--- config.mk ---
export PLATFORM = sky130hd
export DESIGN_NAME = mem_store_unit
export DESIGN_NICKNAME = d
export VERILOG_FILES = /design/src/rtl/mem_pkg.sv /design/src/rtl/store_lane_shifter.sv /design/src/rtl/mem_store_unit.sv
export SDC_FILE = /design/constraint.sdc
export NUM_CORES = 1
export LEC_CHECK = 0
export ABC_AREA = 1
export BUFFER_PORTS_ARGS = -buffer_cell sky130_fd_sc_hd__buf_2
export CAP_MARGIN = 5
export CORE_ASPECT_RATIO = 2
export CORE_MARGIN = 2
export CORE_UTILIZATION = 57
export CTS_CLUSTER_SIZE = 40
export DETAILED_ROUTE_END_ITERATION = 12
export PLACE_DENSITY = 0.87
export SLEW_MARGIN = 10
export SYNTH_ARGS = -nofsm -noshare
export SYNTH_HDL_FRONTEND = slang
export SYNTH_HIERARCHICAL = 1
export SYNTH_SLANG_ARGS = --single-unit
--- constraint.sdc ---
create_clock -name clk -period 2.32 [get_ports clk]
set_clock_uncertainty 0.05 [all_clocks]
set_input_delay 0.232 -clock clk [delete_from_list [all_inputs] [get_ports clk]]
set_output_delay 0.232 -clock clk [all_outputs]
set_load 0.005 [all_outputs]
--- src/rtl/mem_pkg.sv ---
// Shared store-path definitions: control encodings, FSM states and size-to-strobe masks.
// Pure declarations, no logic.
package mem_pkg;

  localparam logic [2:0] CTRL_SB = 3'b001;
  localparam logic [2:0] CTRL_SH = 3'b010;
  localparam logic [2:0] CTRL_SW = 3'b011;

  localparam logic [3:0] MASK_B = 4'b0001;
  localparam logic [3:0] MASK_H = 4'b0011;
  localparam logic [3:0] MASK_W = 4'b1111;

  typedef enum logic [1:0] {
    ST_IDLE = 2'd0,
    ST_WR0  = 2'd1,
    ST_WR1  = 2'd2
  } state_t;

  // An all-zero mask doubles as the "illegal control" indication.
  function automatic logic [3:0] ctrl_mask(input logic [2:0] ctrl);
    case (ctrl)
      CTRL_SB: ctrl_mask = MASK_B;
      CTRL_SH: ctrl_mask = MASK_H;
      CTRL_SW: ctrl_mask = MASK_W;
      default: ctrl_mask = 4'b0000;
    endcase
  endfunction

endpackage

--- src/rtl/store_lane_shifter.sv ---
// Combinational: places right-justified store data onto a 64-bit two-word lane image and
// builds the matching 8-bit strobe; no state, no backpressure.
module store_lane_shifter
  import mem_pkg::*;
(
  input  logic [31:0] i_data,
  input  logic [1:0]  i_off,
  input  logic [2:0]  i_control,
  output logic [63:0] o_lane,
  output logic [7:0]  o_strb
);

  logic [3:0]  w_mask;
  logic [31:0] w_data_m;

  assign w_mask   = ctrl_mask(i_control);
  assign w_data_m = i_data & {{8{w_mask[3]}}, {8{w_mask[2]}}, {8{w_mask[1]}}, {8{w_mask[0]}}};
  assign o_lane   = {32'b0, w_data_m} << {i_off, 3'b000};
  assign o_strb   = {4'b0, w_mask} << i_off;

endmodule

--- src/rtl/mem_store_unit.sv ---
// Store writer: one request -> one or two word-aligned bus beats, first beat the cycle after accept.
// Beats hold until mem_ready; requests are only accepted in IDLE; done/err pulse one cycle.
module mem_store_unit
  import mem_pkg::*;
#(
  parameter logic SPLIT_EN = 1'b1
) (
  input  logic        clk,
  input  logic        rst_n,
  input  logic        req_valid,
  output logic        req_ready,
  input  logic [31:0] req_addr,
  input  logic [31:0] req_data,
  input  logic [2:0]  req_control,
  output logic        mem_valid,
  input  logic        mem_ready,
  output logic [31:0] mem_addr,
  output logic [31:0] mem_wdata,
  output logic [3:0]  mem_wstrb,
  output logic        done,
  output logic        err
);

  state_t      r_state, w_state_nxt;
  logic        r_mem_valid, w_mem_valid_nxt;
  logic [31:0] r_mem_addr, w_mem_addr_nxt;
  logic [31:0] r_mem_wdata, w_mem_wdata_nxt;
  logic [3:0]  r_mem_wstrb, w_mem_wstrb_nxt;
  logic [31:0] r_b1_addr, w_b1_addr_nxt;
  logic [31:0] r_b1_wdata, w_b1_wdata_nxt;
  logic [3:0]  r_b1_wstrb, w_b1_wstrb_nxt;
  logic        r_split, w_split_nxt;
  logic        r_done, w_done_nxt;
  logic        r_err, w_err_nxt;

  logic [63:0] w_lane;
  logic [7:0]  w_strb;
  logic [31:0] w_b0_addr;
  logic        w_legal;
  logic        w_need_split;

  store_lane_shifter u_shifter (
    .i_data   (req_data),
    .i_off    (req_addr[1:0]),
    .i_control(req_control),
    .o_lane   (w_lane),
    .o_strb   (w_strb)
  );

  assign w_b0_addr    = {req_addr[31:2], 2'b00};
  assign w_legal      = (ctrl_mask(req_control) != 4'b0000);
  assign w_need_split = |w_strb[7:4];

  always_comb begin
    w_state_nxt     = r_state;
    w_mem_valid_nxt = r_mem_valid;
    w_mem_addr_nxt  = r_mem_addr;
    w_mem_wdata_nxt = r_mem_wdata;
    w_mem_wstrb_nxt = r_mem_wstrb;
    w_b1_addr_nxt   = r_b1_addr;
    w_b1_wdata_nxt  = r_b1_wdata;
    w_b1_wstrb_nxt  = r_b1_wstrb;
    w_split_nxt     = r_split;
    w_done_nxt      = 1'b0;
    w_err_nxt       = 1'b0;
    case (r_state)
      ST_IDLE: begin
        if (req_valid) begin
          if (!w_legal || (w_need_split && !SPLIT_EN)) begin
            w_done_nxt = 1'b1;
            w_err_nxt  = 1'b1;
          end else begin
            w_mem_valid_nxt = 1'b1;
            w_mem_addr_nxt  = w_b0_addr;
            w_mem_wdata_nxt = w_lane[31:0];
            w_mem_wstrb_nxt = w_strb[3:0];
            // Second beat is precomputed so it can follow the first handshake with no bubble.
            w_b1_addr_nxt   = w_b0_addr + 32'd4;
            w_b1_wdata_nxt  = w_lane[63:32];
            w_b1_wstrb_nxt  = w_strb[7:4];
            w_split_nxt     = w_need_split;
            w_state_nxt     = ST_WR0;
          end
        end
      end
      ST_WR0: begin
        if (mem_ready) begin
          if (r_split) begin
            w_mem_addr_nxt  = r_b1_addr;
            w_mem_wdata_nxt = r_b1_wdata;
            w_mem_wstrb_nxt = r_b1_wstrb;
            w_state_nxt     = ST_WR1;
          end else begin
            w_mem_valid_nxt = 1'b0;
            w_mem_addr_nxt  = 32'd0;
            w_mem_wdata_nxt = 32'd0;
            w_mem_wstrb_nxt = 4'd0;
            w_done_nxt      = 1'b1;
            w_state_nxt     = ST_IDLE;
          end
        end
      end
      ST_WR1: begin
        if (mem_ready) begin
          w_mem_valid_nxt = 1'b0;
          w_mem_addr_nxt  = 32'd0;
          w_mem_wdata_nxt = 32'd0;
          w_mem_wstrb_nxt = 4'd0;
          w_done_nxt      = 1'b1;
          w_state_nxt     = ST_IDLE;
        end
      end
      default: w_state_nxt = ST_IDLE;
    endcase
  end

  always_ff @(posedge clk or negedge rst_n) begin
    if (!rst_n) begin
      r_state     <= ST_IDLE;
      r_mem_valid <= 1'b0;
      r_mem_addr  <= 32'd0;
      r_mem_wdata <= 32'd0;
      r_mem_wstrb <= 4'd0;
      r_b1_addr   <= 32'd0;
      r_b1_wdata  <= 32'd0;
      r_b1_wstrb  <= 4'd0;
      r_split     <= 1'b0;
      r_done      <= 1'b0;
      r_err       <= 1'b0;
    end else begin
      r_state     <= w_state_nxt;
      r_mem_valid <= w_mem_valid_nxt;
      r_mem_addr  <= w_mem_addr_nxt;
      r_mem_wdata <= w_mem_wdata_nxt;
      r_mem_wstrb <= w_mem_wstrb_nxt;
      r_b1_addr   <= w_b1_addr_nxt;
      r_b1_wdata  <= w_b1_wdata_nxt;
      r_b1_wstrb  <= w_b1_wstrb_nxt;
      r_split     <= w_split_nxt;
      r_done      <= w_done_nxt;
      r_err       <= w_err_nxt;
    end
  end

  assign req_ready = (r_state == ST_IDLE);
  assign mem_valid = r_mem_valid;
  assign mem_addr  = r_mem_addr;
  assign mem_wdata = r_mem_wdata;
  assign mem_wstrb = r_mem_wstrb;
  assign done      = r_done;
  assign err       = r_err;

endmodule

==> impl_results.rst <==
.. list-table::
   :header-rows: 1

   * - Metric
     - Value
   * - Critical Path, Cell by Cell
     - inv_1, ha_1, o21ai_1, nand2_1, inv_2, nand2_4, buf_4, nand2_1, o21ai_2
   * - Overall die area
     - 15,770 um^2
   * - Last weighted congestion value of the routability-driven placer
     - 0.9958
   * - Count of final max-slew check failures
     - 0
   * - First-pass GRT wire length
     - 41,370 um
   * - Worst-case headroom to the max-slew limit
     - 60.49%
   * - Worst Setup Start Kind
     - flop
   * - Share of layout cells above drive strength 1
     - 17.85%
   * - CTS buffer count
     - 17
   * - Utilization after layout
     - 67.67%
   * - EDFF count, synth
     - 0
   * - Number of nets at the end of the flow
     - 1,419
   * - Routed length on met3
     - 1647 um
   * - Startpoint-to-endpoint class of the critical path
     - reg -> reg
   * - Leading cell type in the layout, fill and taps excluded
     - sky130_fd_sc_hd__nand2_1
   * - Count of max-cap constraint violations
     - 0
   * - Critical Path Slowest Stage Cell
     - sky130_fd_sc_hd__buf_4
   * - Avg WL per Cell
     - 16.84 um
   * - Die outline height
     - 175.6 um
   * - Commonest non-fill, non-tap cells in the layout
     - 525 x sky130_fd_sc_hd__nand2_1, 139 x sky130_fd_sc_hd__buf_2, 138 x sky130_fd_sc_hd__dfrtp_1, 116 x sky130_fd_sc_hd__nor2_1, 76 x sky130_fd_sc_hd__inv_1
   * - Core box area
     - 14,350 um^2
   * - Final number of hold-violating endpoints
     - 0
   * - Number of warning messages in the yosys log
     - 6
   * - Crit path max-delay family
     - buffers and inverters
   * - Clock tree from TritonCTS
     - built
   * - Data required time of the worst path
     - 2.62 ns
   * - Period utilization
     - 90.65%
   * - Synth-to-layout area growth
     - 15.71%
   * - Register clock-pin slew on the reported worst setup and hold paths
     - 0.06 ns
   * - Post-placement setup slack
     - 0.2654 ns
   * - Hold Buf Count CTS
     - 1
   * - Dominant synthesized flop cell
     - sky130_fd_sc_hd__dfrtp_1
   * - Minimum clock period
     - 2.103 ns
   * - Post-synthesis area per instance
     - 6.840 um^2
   * - Worst EP arrival
     - 2.40 ns
   * - FF+latch count, synth
     - 138
   * - Number of instances resized during post-cts repair
     - 0
   * - Worst-case setup margin in the final layout
     - 0.2170 ns
   * - Total negative setup slack
     - 0 ns
   * - Number of global-route vias before repair
     - 8,220
   * - DRC Markers
     - 0
   * - Number of I/O port buffers
     - 140
   * - Buffers inserted during post-CTS setup optimization
     - 0
   * - Number of antenna violations at the first check in global routing
     - 0
   * - Die Span X
     - 89.81 um
   * - Buffer depth of the longest clock path
     - 2
   * - Uppermost metal layer occupied by signal nets
     - met4
   * - RSZ-0062 raised after global routing
     - false
   * - Routed length on met2
     - 13,370 um
   * - Number of DRC markers after the initial detailed-route iteration
     - 569
   * - # IOs
     - 143
   * - Portion of the post-synthesis area used by sequential elements
     - 41.14%
   * - Most used cell along the critical path
     - sky130_fd_sc_hd__nand2_1
   * - Total routed wire length on the met1 layer
     - 8857 um
   * - VDD IR max
     - 711.3 uV
   * - Slew at the pin with the worst max-slew slack
     - 0.5927 ns
   * - Async set-or-reset flop fraction in the synthesized netlist
     - 100.0%
   * - Vias
     - 8,576
   * - Run status
     - finished, final reports clean
   * - Cell chosen for the clock root
     - sky130_fd_sc_hd__clkbuf_16
   * - Inserted Diodes
     - 0
   * - Number of different library cells in the post-synthesis netlist
     - 37
   * - Power density over the cells
     - 1087 nW/um^2
   * - Count of clock tree sinks
     - 138
   * - Largest driver fanout on the critical path
     - 60
   * - Total routing resource utilization after global routing
     - 33.63%
   * - Aggregate routed wire length
     - 26,070 um
   * - Area of the mapped netlist
     - 8393 um^2
   * - Via-per-instance ratio
     - 5.540
   * - Source-to-sink clock delay at the later pin of the worst-skew pair
     - 0.43 ns
   * - Synth Instances
     - 1,227
   * - Largest incremental delay on the critical path
     - 0.51 ns
   * - Number of buffer and inverter stages on the critical path
     - 3
   * - Placement row count
     - 62
   * - HPWL after detailed placement
     - 18,800 um
   * - Total global routing overflow
     - 0
   * - Crit end category
     - flop
   * - Worst hold-check path type
     - in -> reg
   * - Static Leakage
     - 5.178 nW
   * - Total setup violations reported at the end of the flow
     - 0
   * - Total iterations of the first detailed-routing run
     - 7
   * - Pin count of the biggest net entering global routing
     - 72
   * - Initial core utilization
     - 58.48%
   * - Count of nets left with antenna violations after detail routing
     - 0
   * - CTS H-tree depth
     - 4
   * - Top achievable clock speed
     - 475.5 MHz
-- metal layers --
| layer | vias to the layer above | GRT usage, % |
|---|---|---|
| met2 | 415 | 59.53 |
| met4 | 0 | 25.58 |
| met1 | 3961 | 35.46 |
| met3 | 110 | 5.534 |
| met5 | - | 0 |
| li1 | 4090 | - |
-- stage by stage --
stage / cell area, um^2 / hold WS [ns] / instances / power [mW]
global placement: 9135 / 0.1691 / 1515 / 7.804
finish: 9712 / 0.02231 / 1548 / 10.55
detailed placement: 9135 / 0.1763 / 1515 / 7.946
global route: 9712 / 0.02133 / 1548 / 11.27
floorplan: 8427 / -0.1136 / 1236 / 6.506
CTS: 9712 / 0.002410 / 1548 / 10.57
-- sequential cells by signal, summed over array words and instances (netlist names) --
name / cells
r_b1_addr: 30
mem_valid: 1
err: 1
mem_addr: 30
r_b1_wdata: 32
r_state: 2
done: 1
mem_wdata: 32
r_split: 1
r_b1_wstrb: 4
mem_wstrb: 4
-- cells by family after synthesis --
| kind of cell | count (synthesis) | share of synthesized area [%] |
|---|---|---|
| adders and majority gates | 5 | 0.7454 |
| buffers and inverters | 160 | 9.332 |
| DFF | 138 | 41.14 |
| and+or+nand+nor | 764 | 38.39 |
| AOI/OAI and AO/OA | 151 | 9.571 |
| other | 2 | 0.08948 |
| xor gates and xnor gates | 7 | 0.7305 |
-- worst register-to-register path, stage by stage (launching register included) --
cell and delay (ns):
sky130_fd_sc_hd__dfrtp_1 0.40, sky130_fd_sc_hd__inv_1 0.11, sky130_fd_sc_hd__ha_1 0.19, sky130_fd_sc_hd__o21ai_1 0.10
sky130_fd_sc_hd__nand2_1 0.14, sky130_fd_sc_hd__inv_2 0.07, sky130_fd_sc_hd__nand2_4 0.16, sky130_fd_sc_hd__buf_4 0.51
sky130_fd_sc_hd__nand2_1 0.20, sky130_fd_sc_hd__o21ai_2 0.09
-- cell usage after synthesis, drive strengths merged (6+ instances only) --
cell type	number	share of area (%)
nand2	541	25
dfrtp	138	41
nor2	122	6.0
o21ai	93	6.0
inv	82	3.7
a21oi	51	3.0
buf	51	4.3
nand3	47	2.8
nand4	35	2.6
clkbuf	26	1.3
nor3	11	1.3
and2	7	0.52
a31oi	6	0.45
xor2	6	0.63
-- report_power, final --
group	total (mW)	internal [mW]	switching [mW]
clock network	2.60	1.56	1.04
registers	3.78	3.29	0.495
logic	4.17	1.35	2.82
total	10.6	6.19	4.36
-- final timing paths --
check / endpoint / slack, ns / from / depth (start not counted)
worst min register to register: r_b1_wdata[20] / 0.42 / r_b1_wdata[20] / 2
max in group asynchronous: r_b1_addr[25] / 1.20 / rst_n / 3
min in group asynchronous: mem_addr[28] / 0.27 / rst_n / 2
worst max-delay path: mem_wdata[24] / 0.22 / r_state[0] / 9
worst max register to register: mem_wdata[24] / 0.22 / r_state[0] / 9
worst min-delay path: r_b1_addr[2] / 0.02 / req_addr[2] / 2
-- cell type report --
cell class / instances / area [um^2]
Fill cell: 1261 / 4639
Timing Repair Buffer: 165 / 947.2
Tap cell: 192 / 240.2
Inverter: 83 / 311.5
Sequential cell: 138 / 3453
Clock buffer: 22 / 474.2
Multi-Input combinational cell: 938 / 4193
Clock inverter: 10 / 92.59
(Power assumes the default switching activity.)
